## src/rtl/ddr_host_cmd_sequencer.sv

```systemverilog
// DDR host command sequencer: power-up wait, fixed init command sequence, then one READA/WRITEA at a time.
// Optional ack watchdog: define ACK_TIMEOUT_EN (adds the TIMEOUT parameter and drives err).
module ddr_host_cmd_sequencer #(
  parameter int ASIZE     = 22,
  parameter int INIT_WAIT = 200
`ifdef ACK_TIMEOUT_EN
  , parameter int TIMEOUT = 255
`endif
) (
  input  logic             clk,
  input  logic             reset_n,
  input  logic             req_valid,
  input  logic             req_write,
  input  logic [ASIZE-1:0] req_addr,
  output logic             req_ready,
  input  logic [12:0]      cfg_reg1,
  input  logic [15:0]      cfg_reg2,
  input  logic [ASIZE-1:0] cfg_mode,
  output logic [2:0]       cmd,
  output logic [ASIZE-1:0] addr,
  input  logic             cmd_ack,
  output logic             init_done,
  output logic             err,
  output logic [1:0]       state_dbg,
  output logic [2:0]       step_dbg
);

  // Handshake: a request transfers on a rising edge where req_valid && req_ready.
  // req_ready is registered and high only while idle; one command outstanding at a time.
  localparam logic [2:0] C_NOP   = 3'b000;
  localparam logic [2:0] C_READA = 3'b001;
  localparam logic [2:0] C_WRITA = 3'b010;
  localparam logic [2:0] C_REF   = 3'b011;
  localparam logic [2:0] C_PRE   = 3'b100;
  localparam logic [2:0] C_LMODE = 3'b101;
  localparam logic [2:0] C_LREG1 = 3'b110;
  localparam logic [2:0] C_LREG2 = 3'b111;
  localparam logic [15:0] WAIT_LAST = 16'(INIT_WAIT - 1);

  typedef enum logic [1:0] {PWR, ISSUE, GAP, IDLE} state_t;

  state_t      state;
  logic [2:0]  step;
  logic [15:0] pwr_cnt;
  logic [2:0]  next_step;
  logic [2:0]  load_cmd;
  logic [ASIZE-1:0] load_addr;
  logic        timeout_hit;

  assign state_dbg = state;
  assign step_dbg  = step;
  assign next_step = (state == PWR) ? 3'd0 : step + 3'd1;

  // Command and address for the init step about to be loaded into ISSUE.
  always_comb begin
    load_cmd  = C_NOP;
    load_addr = '0;
    case (next_step)
      3'd0: begin
        load_cmd  = C_LREG1;
        load_addr = {{(ASIZE-13){1'b0}}, cfg_reg1};
      end
      3'd1: begin
        load_cmd  = C_LREG2;
        load_addr = {{(ASIZE-16){1'b0}}, cfg_reg2};
      end
      3'd2:    load_cmd = C_PRE;
      3'd3:    load_cmd = C_REF;
      3'd4:    load_cmd = C_REF;
      3'd5: begin
        load_cmd  = C_LMODE;
        load_addr = cfg_mode;
      end
      default: load_cmd = C_NOP;
    endcase
  end

`ifdef ACK_TIMEOUT_EN
  logic [15:0] wd_cnt;

  // An ack on the timeout edge wins, so the watchdog only fires without one.
  assign timeout_hit = (state == ISSUE) && !cmd_ack && (wd_cnt == 16'(TIMEOUT - 1));

  always_ff @(posedge clk or negedge reset_n) begin
    if (!reset_n) begin
      wd_cnt <= '0;
      err    <= 1'b0;
    end else begin
      if (state != ISSUE || cmd_ack) wd_cnt <= '0;
      else                           wd_cnt <= wd_cnt + 16'd1;
      if (timeout_hit) err <= 1'b1;
    end
  end
`else
  assign timeout_hit = 1'b0;
  assign err         = 1'b0;
`endif

  always_ff @(posedge clk or negedge reset_n) begin
    if (!reset_n) begin
      state     <= PWR;
      step      <= 3'd0;
      pwr_cnt   <= '0;
      cmd       <= C_NOP;
      addr      <= '0;
      req_ready <= 1'b0;
      init_done <= 1'b0;
    end else begin
      case (state)
        PWR: begin
          if (pwr_cnt == WAIT_LAST) begin
            step  <= next_step;
            cmd   <= load_cmd;
            addr  <= load_addr;
            state <= ISSUE;
          end else begin
            pwr_cnt <= pwr_cnt + 16'd1;
          end
        end
        ISSUE: begin
          // Drop the command on the first ack; the decoder re-reads held LOAD_REG commands.
          if (cmd_ack || timeout_hit) begin
            cmd   <= C_NOP;
            addr  <= '0;
            state <= GAP;
          end
        end
        GAP: begin
          if (!init_done && step != 3'd5) begin
            step  <= next_step;
            cmd   <= load_cmd;
            addr  <= load_addr;
            state <= ISSUE;
          end else begin
            init_done <= 1'b1;
            req_ready <= 1'b1;
            state     <= IDLE;
          end
        end
        IDLE: begin
          if (req_valid) begin
            cmd       <= req_write ? C_WRITA : C_READA;
            addr      <= req_addr;
            req_ready <= 1'b0;
            state     <= ISSUE;
          end
        end
        default: state <= PWR;
      endcase
    end
  end

endmodule

```

## config.mk

```make
export PLATFORM = sky130hd
export DESIGN_NAME = ddr_host_cmd_sequencer
export DESIGN_NICKNAME = d
export VERILOG_FILES = /design/src/rtl/ddr_host_cmd_sequencer.sv
export SDC_FILE = /design/constraint.sdc
export NUM_CORES = 1
export LEC_CHECK = 0
export ABC_AREA = 1
export CAP_MARGIN = 10
export CORE_ASPECT_RATIO = 1.2
export CORE_UTILIZATION = 45
export DETAILED_ROUTE_END_ITERATION = 7
export PLACE_DENSITY = 0.81
export SLEW_MARGIN = 10
export SYNTH_ARGS = -nofsm -noshare
export SYNTH_HDL_FRONTEND = slang
export SYNTH_SLANG_ARGS = --single-unit
export TNS_END_PERCENT = 100
```

## constraint.sdc

```tcl
create_clock -name clk -period 3.2 [get_ports clk]
set_clock_uncertainty 0.2 [all_clocks]
set_input_delay 0.48 -clock clk [delete_from_list [all_inputs] [get_ports clk]]
set_output_delay 0.48 -clock clk [all_outputs]
set_load 0.1 [all_outputs]
```

=== Word-level counts from Yosys, hierarchy flattened ===
Index checks and enable logic that the tools add are counted.

* $add $sub $neg: 2
* Eq/ne operators: 15
* Muxes and demuxes: 25
* Bitwise logic cells: 2
* Reductions and logical operators: 13

{| class="wikitable"
|+ Operator list
! kind !! number
|-
| $mux W22 || 4
|-
| $pmux W22 S4 || 1
|-
| $pmux W22 S3 || 1
|-
| $mux W3 || 7
|-
| $add A16 B1 Y16 const B || 1
|-
| $eq A16 B8 Y1 const B || 1
|-
| $pmux W3 S5 || 1
|-
| $pmux W3 S4 || 1
|-
| $mux W2 || 5
|-
| $reduce_and A3 Y1 || 3
|-
| $ne A2 B2 Y1 const B || 4
|-
| $pmux W2 S4 || 1
|-
| $eq A3 B2 Y1 const B || 2
|-
| $eq A3 B3 Y1 const B || 2
|-
| $pmux W3 S2 || 1
|-
| $eq A2 B2 Y1 const B || 2
|-
| $reduce_and A2 Y1 || 2
|-
| $reduce_and A4 Y1 || 1
|-
| $reduce_bool A2 Y1 || 2
|-
| $add A3 B1 Y3 const B || 1
|-
| $eq A3 B1 Y1 const B || 1
|-
| $logic_not A3 Y1 || 1
|-
| $ne A3 B3 Y1 const B || 1
|-
| $eq A2 B1 Y1 const B || 1
|-
| 8 further kinds || 10
|}

* Register bits: 48
* Input bits: 78
* Output and inout bits: 33
* Word-level logic and storage cells: 64

=== Longest topological paths before layout ===
Gate-level depths: netlist of run 1.

* Word-level depth: 7
* Depth in mapped cells: 13
* Depth with buffers taken out: 11

=== Worst setup path before layout of run 1 ===
Ideal clock, no wire load.

* Path kind: flip-flop to flip-flop
* Start point: register state[1] (netlist: state_dbg[1])
* End point: register addr[0]
* Setup time: 0.120 ns
* Data arrival time: 2.286 ns
* Setup slack: 0.594 ns
* Stages on the path, launching flop included: 13
* Buffers on the path: 2
* Clock period less this slack: 2.606 ns
* Path through: dfrtp_1 inv_1 ha_1 nor2_1 nor2_2 buf_6 buf_6 nand3_1 nand3_1 nand2_1 nand2_1 nand2_1 nand2_1

* Cells in the longest elaborated chain, start to end: 6
* Elaborated cells between the ends (all ways): 17
* Classes of those cells: eq/ne: 9; mux: 5; reduce/logical: 3

{| class="wikitable"
|+ Ends and longest elaborated chain
! item !! line !! RTL
|-
| from (decl) || 42 || <nowiki>state_t state;</nowiki>
|-
| from (signal assigned) || 101 || <nowiki>state <= PWR;</nowiki>
|-
| from (signal assigned) || 115 || <nowiki>state <= ISSUE;</nowiki>
|-
| from (signal assigned) || 125 || <nowiki>state <= GAP;</nowiki>
|-
| $logic_not A2 Y1 || 52, 109 ||
|-
| $mux W3 || 52 || <nowiki>assign next_step = (state == PWR) ? 3'd0 : step + 3'd1;</nowiki>
|-
| $eq A3 B3 Y1 (tied with other cells) || 58 || <nowiki>case (next_step)</nowiki>
|-
| $pmux W22 S3 || 58 ||
|-
| $mux W22 (on tied branches) || 129, 111 ||
|-
| $pmux W22 S4 || 109 || <nowiki>case (state)</nowiki>
|-
| to (signal assigned) || 114 || <nowiki>addr <= load_addr;</nowiki>
|-
| to (signal assigned) || 132 || <nowiki>addr <= load_addr;</nowiki>
|-
| to (signal assigned) || 143 || <nowiki>addr <= req_addr;</nowiki>
|-
| to (decl) || 20 || <nowiki>output logic [ASIZE-1:0] addr,</nowiki>
|}

Several ways; a longest one is shown, not always the timed one. The select of a mux whose other input is x is not followed.
A chain may end at the register's enable or synchronous reset.

=== Worst setup path in the final report of run 1 ===
* Start point: register step[0] (netlist: step_dbg[0])
* End point: register addr[14]

* Cells in the longest elaborated chain, start to end: 6
* Elaborated cells between the ends (all ways): 13
* Classes of those cells: add/sub: 1; eq/ne: 4; mux: 5; reduce/logical: 3

{| class="wikitable"
|+ Ends and longest elaborated chain
! item !! line !! RTL
|-
| from (decl) || 43 || <nowiki>logic [2:0] step;</nowiki>
|-
| from (signal assigned) || 112 || <nowiki>step <= next_step;</nowiki>
|-
| from (signal assigned) || 130 || <nowiki>step <= next_step;</nowiki>
|-
| $add A3 B1 Y3 || 52 ||
|-
| $mux W3 || 52 ||
|-
| $eq A3 B3 Y1 (tied with other cells) || 58 ||
|-
| $pmux W22 S3 || 58 ||
|-
| $mux W22 (on tied branches) || 129, 111 ||
|-
| $pmux W22 S4 || 109 ||
|}

Several ways; a longest one is shown, not always the timed one. The select of a mux whose other input is x is not followed.

==> results.py, run 1 <==
metrics = {
    "yosys": {
        "synth_sequential_area_ratio_pct": 39.7,
        "synth_top_area_share_pct": 39.7,
        "syn_inst": 442,
        "netlist_area_sq_um": 3020,
        "syn_nets": 528,
        "synth_top_cell_by_area": "dfrtp_1",
        "async_flop_share_pct": 100,
        "synth_area_leaders": "dfrtp_1 40%, nand2_1 24%, nand3_1 12%, xor2_1 3.5%, nor2_1 3.4%",
        "synth_common_cells": "194 x nand2_1, 71 x nand3_1, 48 x dfrtp_1",
        "synth-edff-count": 0,
        "ys_warn_count": 0,
        "synthFlopType": "dfrtp_1",
        "synth_most_common_cell": "nand2_1",
        "yosysUniqueCellTypes": 24,
        "synth-seq-cells": 48,
        "syn_area_per_cell_sq_um": 6.84,
    },
    "cts": {
        "h-tree-depth": 2,
        "clockBufferDepth": 2,
        "cts_tree": "done",
        "hold_buffers": 0,
        "clk_latency_ns": 0.30,
        "post_cts_buffers": 0,
        "cts.sinks": 48,
        "clk_root_buffer_cell": "clkbuf_8",
        "cts_resized": 0,
        "cts_made_buffers": 5,
        "clk_pin_slew_ns": 0.09,
    },
    "sta": {
        "slew_viol_final": 0,
        "fin_crit_sh_pct": 74.0,
        "fmax_mhz": 422,
        "rsz0062_at_grt": "no",
        "period_needed_ns": 2.37,
        "relSlewSlack_pct": 28.6,
        "fin_setup_tns_ns": 0,
        "hold_viol": 0,
        "setup_viol": 0,
        "worst_slew_pin_slew_ns": 1.07,
    },
    "setup_path": {
        "crit_chain": "ha_1, nand2_1, nand2_1, nor2_2, nand2_1, nand2_1, nand2_1, nand2_1, nand2_1, nand2_1",
        "crit_arrival_ns": 2.41,
        "critPathSlowestCell": "nor2_2",
        "critPathMaxFanout": 17,
        "path_class": "flip-flop to flip-flop",
        "cp_slowest_stage_delay_ns": 0.49,
        "cp.required_ns": 3.24,
        "cpMostUsedCell": "nand2_1",
        "end_kind": "flip-flop",
        "cp-start-kind": "flip-flop",
    },
    "global_routing": {
        "grt_pass1_vias": 3016,
        "track_usage_pct": 24.8,
        "overflow": 0,
        "grt_max_degree": 49,
        "antenna_found_initial": 0,
        "grt_first_pass_wirelength_mm": 13.9,
    },
    "final_layout": {
        "diodes": 0,
        "multi_input_area_sq_um": 1600,
        "nets": 632,
        "area_growth_syn_to_layout_pct": 39.8,
        "post-route-util_pct": 65.5,
        "fillCellCount": 604,
        "drive_above_1_share_pct": 10.2,
        "stdcell_area_sq_um": 4230,
        "seqCellArea_sq_um": 1200,
    },
    "floorplan": {
        "chipWidth_microns": 76.8,
        "start_util_pct": 46.9,
        "fp.dieArea_sq_um": 7050,
        "ios": 111,
        "core_sq_um": 6450,
        "rows": 32,
        "fp.dieH_microns": 91.8,
    },
    "route": {
        "num_vias": 3220,
        "wl_per_cell_microns": 13.0,
        "antenna_left": 0,
        "maxUsedRoutingLayer": "met4",
        "viasPerCell": 5.09,
        "drt_iter0_drc": 219,
        "drc_errors": 0,
        "drt-total-wl_mm": 8.25,
        "met2_length_mm": 4.05,
        "drtPass1Iterations": 5,
        "met1_length_mm": 3.60,
        "wl_met3_microns": 433,
    },
    "placed_design": {
        "place.gp.congestion": 0.853,
        "post_dp_cell_area_sq_um": 4070,
        "place.port_buffers": 109,
        "place_hpwl_mm": 6.12,
    },
    "run_status": {
        "outcome": "finished clean",
    },
    "power": {
        "p_leak_nw": 2.13,
        "irDropWorstVdd_mv": 0.200,
        "power.density_nw_per_um2": 315,
    },
    "run": {
        "maxCapViolations": 0,
    },
    "min_path": {
        "min_path_type": "input pin to asynchronous set/reset pin",
    },
}
-- registers in the layout (all words and copies together), names as in the netlist --
| signal | cells |
|---|---|
| pwr_cnt | 16 |
| req_ready | 1 |
| init_done | 1 |
| addr | 22 |
| state_dbg | 2 |
| cmd | 3 |
| step_dbg | 3 |
-- per-layer routing --
layer | global-route usage (%) | vias up
met1 | 31.9 | 1482
met5 | 0 | -
met3 | 5.07 | 17
li1 | - | 1604
met2 | 41.5 | 117
met4 | 8.17 | 0
-- final timing paths --
check / startpoint / end / slack, ns / depth (start not counted)
worst max-delay path: step_dbg[0] / addr[14] / 0.83 / 10
worst min-delay path: reset_n / pwr_cnt[6] / 0.17 / 1
worst min register to register: addr[1] / addr[1] / 0.29 / 2
max in group asynchronous: reset_n / addr[0] / 1.98 / 1
worst max register to register: step_dbg[0] / addr[14] / 0.83 / 10
min in group clk: addr[1] / addr[1] / 0.29 / 2
-- power by group --
part | leakage [nW] | switching [mW] | total (mW) | internal (mW)
Combinational | 1.40 | 0.0389 | 0.126 | 0.0876
Clock | 0.0784 | 0.208 | 0.599 | 0.391
Sequential | 0.656 | 0 | 0.606 | 0.606
-- logic make-up after synthesis --
kind of cell / synth area share [%]
AND/OR/NAND/NOR: 42.8
other: 0.124
adder cells (fa/ha/maj): 3.31
buffers and inverters: 7.33
AO/OA/AOI/OAI: 3.19
flip-flops: 39.7
XOR/XNOR: 3.48
-- area by class of cell --
class / instances / area share, %
Timing Repair Buffer: 115 / 24.9
Multi-Input combinational cell: 348 / 37.9
Clock buffer: 5 / 1.63
Inverter: 28 / 2.49
Sequential cell: 48 / 28.4
Clock inverter: 3 / 2.13
Tap cell: 85 / 2.52
-- through the flow --
step                      hold WS (ns)  power [mW]  std cells  setup slack [ns]
after floorplan                -0.0156       0.638        442             0.594
after global placement           0.265       0.745        624             0.872
after detailed placement         0.266       0.745        624             0.791
after CTS                        0.209        1.34        632             0.830
after global routing             0.266        1.37        632             0.546
final                            0.170        1.33        632             0.832
-- critical path: cells and delay by family (launching register included) --
kind / cells / cell delay, ns
adders and majority gates: 1 / 0.26
DFF: 1 / 0.46
and+or+nand+nor: 9 / 1.38
-- layout by cell type (no fill, tap or decap) --
master	count
nand2_1	194
clkdlybuf4s50_1	76
nand3_1	71
dfrtp_1	48
buf_4	38
inv_1	26
nor2_1	26
o21ai_0	14
xor2_1	12
ha_1	8
nor3_1	6
clkbuf_8	5
nor2_2	4
a21oi_1	4
bufinv_16	3
inv_2	2
nand4_1	2
nand2_4	1
or2_1	1
nand3_4	1
o22ai_1	1
nand3b_1	1
or2_2	1
conb_1	1
buf_2	1
No activity file was read; power rests on OpenSTA's default activity.
==> run 2, diff against run 1 <==
Settings changed: CORE_UTILIZATION 45 to 41, PLACE_DENSITY 0.81 to 0.78.
Clock period 3.2 ns to 2.05 ns, I/O delays scaled along.
==> results.py, run 2 (synthesis results as in run 1) <==
metrics = {
    "setup_path": {
        "crit_arrival_ns": 2.06,
        "path_class": "flip-flop to flip-flop",
        "crit_buf_inv": 1,
        "critPathTopFamily": "simple AND/OR/NAND/NOR gates",
        "cp.required_ns": 2.09,
        "cp-start-kind": "flip-flop",
        "cp_slowest_stage_delay_ns": 0.51,
        "end_kind": "flip-flop",
        "cpMostUsedCell": "nand2_1",
        "critPathSlowestCell": "dfrtp_4",
        "crit_chain": "ha_4, nor2_4, buf_4, nor2_4, nand3_1, nand3_1, nand2_1, nand2_1, nand2_1, nand2_1",
        "critPathMaxFanout": 14,
    },
    "sta": {
        "slew_viol_final": 0,
        "period_needed_ns": 2.02,
        "worst_slew_pin_slew_ns": 0.600,
        "hold_viol": 0,
        "relSlewSlack_pct": 60.0,
        "fin_crit_sh_pct": 98.3,
        "fmax_mhz": 496,
        "setup_viol": 0,
        "setup_ws_ns": 0.0340,
        "rsz0062_at_grt": "yes",
    },
    "route": {
        "wl_per_cell_microns": 14.7,
        "viasPerCell": 5.07,
        "drt-total-wl_mm": 9.61,
        "antenna_left": 0,
        "num_vias": 3323,
        "drt_iter0_drc": 200,
        "drc_errors": 0,
        "drtPass1Iterations": 4,
    },
    "global_routing": {
        "grt_max_degree": 49,
        "antenna_found_initial": 0,
        "track_usage_pct": 25.4,
        "overflow": 0,
        "grt_first_pass_wirelength_mm": 14.9,
        "grt_pass1_vias": 3180,
    },
    "placed_design": {
        "place_worst_setup_slack_ns": -0.361,
        "place.port_buffers": 109,
        "place.gp.congestion": 0.938,
        "post_dp_cell_area_sq_um": 4370,
        "place_hpwl_mm": 6.79,
    },
    "final_layout": {
        "layout_common_cells": "191 x nand2_1, 76 x clkdlybuf4s50_1, 70 x nand3_1",
        "top_regs": "addr: 22 flops, pwr_cnt: 16 flops",
        "seqCellArea_sq_um": 1220,
        "area_growth_syn_to_layout_pct": 53.4,
        "stdcell_area_sq_um": 4640,
        "fillCellCount": 561,
        "multi_input_area_sq_um": 1720,
        "largest_register_ffs": 22,
        "drive_above_1_share_pct": 17.0,
        "diodes": 0,
        "largest-register": "addr",
        "nets": 654,
        "final_common_cell": "nand2_1",
    },
    "cts": {
        "clk_latency_ns": 0.31,
        "clk_root_buffer_cell": "clkbuf_8",
        "cts.sinks": 48,
        "h-tree-depth": 2,
        "cts_tree": "done",
        "clk_pin_slew_ns": 0.09,
        "clockBufferDepth": 2,
        "cts_made_buffers": 5,
    },
    "floorplan": {
        "start_util_pct": 43.3,
        "fp.dieH_microns": 96.1,
        "fp.dieArea_sq_um": 7720,
        "ios": 111,
        "chipWidth_microns": 80.4,
        "core_sq_um": 6980,
        "rows": 33,
    },
    "run_status": {
        "outcome": "finished clean",
    },
    "power": {
        "power.density_nw_per_um2": 372,
        "irDropWorstVdd_mv": 0.232,
        "p_leak_nw": 2.25,
    },
    "min_path": {
        "min_path_type": "flip-flop to flip-flop",
    },
    "run": {
        "maxCapViolations": 0,
    },
}
-- run 2: cell types whose count changed in the layout (fill, tap and decap cells not counted), moves of 3 or more --
cell / delta
dfrtp_1: -5
ha_4: +3
buf_6: +7
buf_12: +12
nor2_1: -5
bufinv_16: -3
ha_1: -4
nand2_1: -3
nor2_4: +7
dfrtp_4: +4
-- run 2: worst register-to-register path, delay by kind of cell, from the launching register on --
kind,cells,cell delay [ns]
and+or+nand+nor,8,0.82
DFF,1,0.51
adders and majority gates,1,0.29
buffers and inverters,1,0.15
-- run 2: stage by stage --
stage / power, mW / util (%) / setup TNS [ns] / cells / hold slack, ns
after global placement: 1.17 / 62.6 / -4.00 / 640 / 0.239
after floorplan: 0.996 / - / 0 / 442 / -0.188
after detailed placement: 1.16 / 62.6 / -5.50 / 640 / 0.239
after CTS: 1.74 / 65.1 / 0 / 652 / 0.293
after global routing: 1.79 / 66.5 / -0.220 / 656 / 0.330
final: 1.73 / 66.5 / 0 / 656 / 0.287
-- run 2: final cells by class --
| type | count | area share, % |
|---|---|---|
| repair buffers | 136 | 29.9 |
| inverters | 28 | 2.43 |
| well taps | 87 | 2.35 |
| clock buffers | 5 | 1.48 |
| clock inverters | 3 | 0.513 |
| flip-flops and latches | 48 | 26.2 |
| multi-input cells | 349 | 37.1 |
-- run 2: worst paths after layout --
kind,from,endpoint,slack (ns),depth (start not counted)
worst max-delay path,step_dbg[0],addr[2],0.03,10
worst min-delay path,addr[17],addr[17],0.29,2
worst max register to register,step_dbg[0],addr[2],0.03,10
worst min register to register,addr[17],addr[17],0.29,2
max in group asynchronous,reset_n,state_dbg[0],0.77,3
min in group asynchronous,reset_n,pwr_cnt[5],0.41,3
-- run 2: layer usage --
metal / part of all wire, % / GRT usage [%]
met4: 1.8 / 7.74
met5: 0 / 0
met2: 53 / 44.3
met1: 39 / 32.1
met3: 6.8 / 3.98
-- run 2: where the power goes --
| part | total [mW] | internal [mW] | switching (mW) |
|---|---|---|---|
| sequential | 0.946 | 0.946 | 0 |
| combinational | 0.201 | 0.140 | 0.0612 |
| clock | 0.579 | 0.242 | 0.338 |
-- run 2: repair_timing --
item,CTS,global route
hold endpoints to repair,48,0
buffers inserted,0,4
pin swaps,1,6
gates cloned,3,0
endpoints found under the setup margin,24,27
resized for setup,15,18
hold buffers,1,0
==> run 3, diff against run 2 <==
Settings changed: CORE_UTILIZATION 41 to 45, CTS_BUF_LIST from default to sky130_fd_sc_hd__clkbuf_4, PLACE_DENSITY 0.78 to 0.81.
Clock period 2.05 ns to 2.5 ns, I/O delays scaled along.
==> results.py, run 3 (synthesis results as in run 1) <==
metrics = {
    "placed_design": {
        "place.port_buffers": 109,
        "placed_cells": 627,
        "place_hpwl_mm": 6.33,
        "place.gp.congestion": 0.874,
    },
    "route": {
        "wl_per_cell_microns": 13.2,
        "drtPass1Iterations": 5,
        "viasPerCell": 5.02,
        "num_vias": 3192,
        "antenna_left": 0,
        "drc_errors": 0,
        "drt-total-wl_mm": 8.39,
        "drt_iter0_drc": 148,
    },
    "final_layout": {
        "largest-register": "addr",
        "fillCellCount": 584,
        "multi_input_area_sq_um": 1600,
        "diodes": 0,
        "final_common_cell": "nand2_1",
        "post-route-util_pct": 64.5,
        "layout_common_cells": "194 x nand2_1, 76 x clkdlybuf4s50_1, 71 x nand3_1",
        "drive_above_1_share_pct": 11.3,
        "top_regs": "addr: 22 flops, pwr_cnt: 16 flops",
        "final_cell_count_no_fill": 636,
        "largest_register_ffs": 22,
        "seqCellArea_sq_um": 1210,
        "nets": 636,
        "area_growth_syn_to_layout_pct": 37.6,
    },
    "cts": {
        "cts_tree": "done",
        "cts_resized": 0,
        "hold_buffers": 1,
        "post_cts_buffers": 0,
        "cts_made_buffers": 5,
        "clockBufferDepth": 2,
        "cts.sinks": 48,
        "clk_root_buffer_cell": "clkbuf_4",
        "clk_latency_ns": 0.36,
        "clk_pin_slew_ns": 0.13,
        "h-tree-depth": 2,
    },
    "global_routing": {
        "track_usage_pct": 24.8,
        "grt_pass1_vias": 3152,
        "overflow": 0,
        "grt_first_pass_wirelength_mm": 14.0,
        "antenna_found_initial": 0,
        "grt_max_degree": 30,
    },
    "power": {
        "irDropWorstVdd_mv": 0.178,
        "p_leak_nw": 2.10,
        "power.density_nw_per_um2": 315,
    },
    "sta": {
        "slew_viol_final": 0,
        "relSlewSlack_pct": 56.5,
        "hold_viol": 0,
        "fin_setup_tns_ns": 0,
        "fin_crit_sh_pct": 91.1,
        "period_needed_ns": 2.28,
        "fmax_mhz": 439,
        "holdWs_ns": 0.285,
        "rsz0062_at_grt": "no",
        "worst_slew_pin_slew_ns": 0.651,
        "setup_viol": 0,
    },
    "floorplan": {
        "fp.dieH_microns": 91.8,
        "chipWidth_microns": 76.8,
        "start_util_pct": 46.9,
        "ios": 111,
        "fp.dieArea_sq_um": 7050,
        "core_sq_um": 6450,
        "rows": 32,
    },
    "run": {
        "maxCapViolations": 0,
    },
    "setup_path": {
        "cp.required_ns": 2.60,
        "critPathMaxFanout": 14,
        "crit_arrival_ns": 2.38,
        "path_class": "flip-flop to flip-flop",
        "cp-start-kind": "flip-flop",
        "end_kind": "flip-flop",
    },
    "min_path": {
        "min_path_type": "input pin to asynchronous set/reset pin",
    },
    "run_status": {
        "outcome": "finished clean",
    },
}
## run 3: worst max-delay path, stage by stage, from the launching register on
cell and delay (ns):
dfrtp_2 0.46, inv_1 0.10, ha_1 0.29, nor2_1 0.14, nor2_2 0.51, nand3_1 0.15, nand3_1 0.13, nand2_1 0.06
nand2_1 0.06, nand2_1 0.05, nand2_1 0.06
## run 3: path summary, 6_finish.rpt
path / from / slack (ns) / depth (start not counted) / end
min reg2reg: addr[20] / 0.29 / 2 / addr[20]
max reg2reg: state_dbg[1] / 0.22 / 10 / addr[3]
min: reset_n / 0.28 / 2 / pwr_cnt[6]
max: state_dbg[1] / 0.22 / 10 / addr[3]
min in group clk: addr[20] / 0.29 / 2 / addr[20]
max in group asynchronous: reset_n / 1.21 / 3 / pwr_cnt[8]
## run 3: power by group
part | internal [mW] | total, mW | switching (mW)
registers | 0.776 | 0.776 | 0
clock network | 0.130 | 0.370 | 0.239
logic | 0.115 | 0.166 | 0.0509
total | 1.02 | 1.31 | 0.290
## run 3: metal layers
metal | part of all wire [%] | track usage (%)
met3 | 6.4 | 5.37
met5 | 0 | 0
met1 | 41 | 30.4
met2 | 50 | 42.8
met4 | 2.1 | 8.65
## run 3: final cells by class
class	instances	area share, %
clock buffer	7	1.26
clock inverter	1	0.0902
inverter	28	2.53
multi-input combinational	348	38.5
sequential	48	29.0
tap	85	2.56
timing repair buffer	119	26.0
## run 3: metrics by stage
stage	instance area, sq um	power [mW]	worst slack (ns)
floorplan	3030	0.816	0.219
global placement	4090	0.956	0.292
detailed placement	4090	0.957	0.275
CTS	4160	1.33	0.254
global route	4160	1.37	0.0377
finish	4160	1.31	0.222
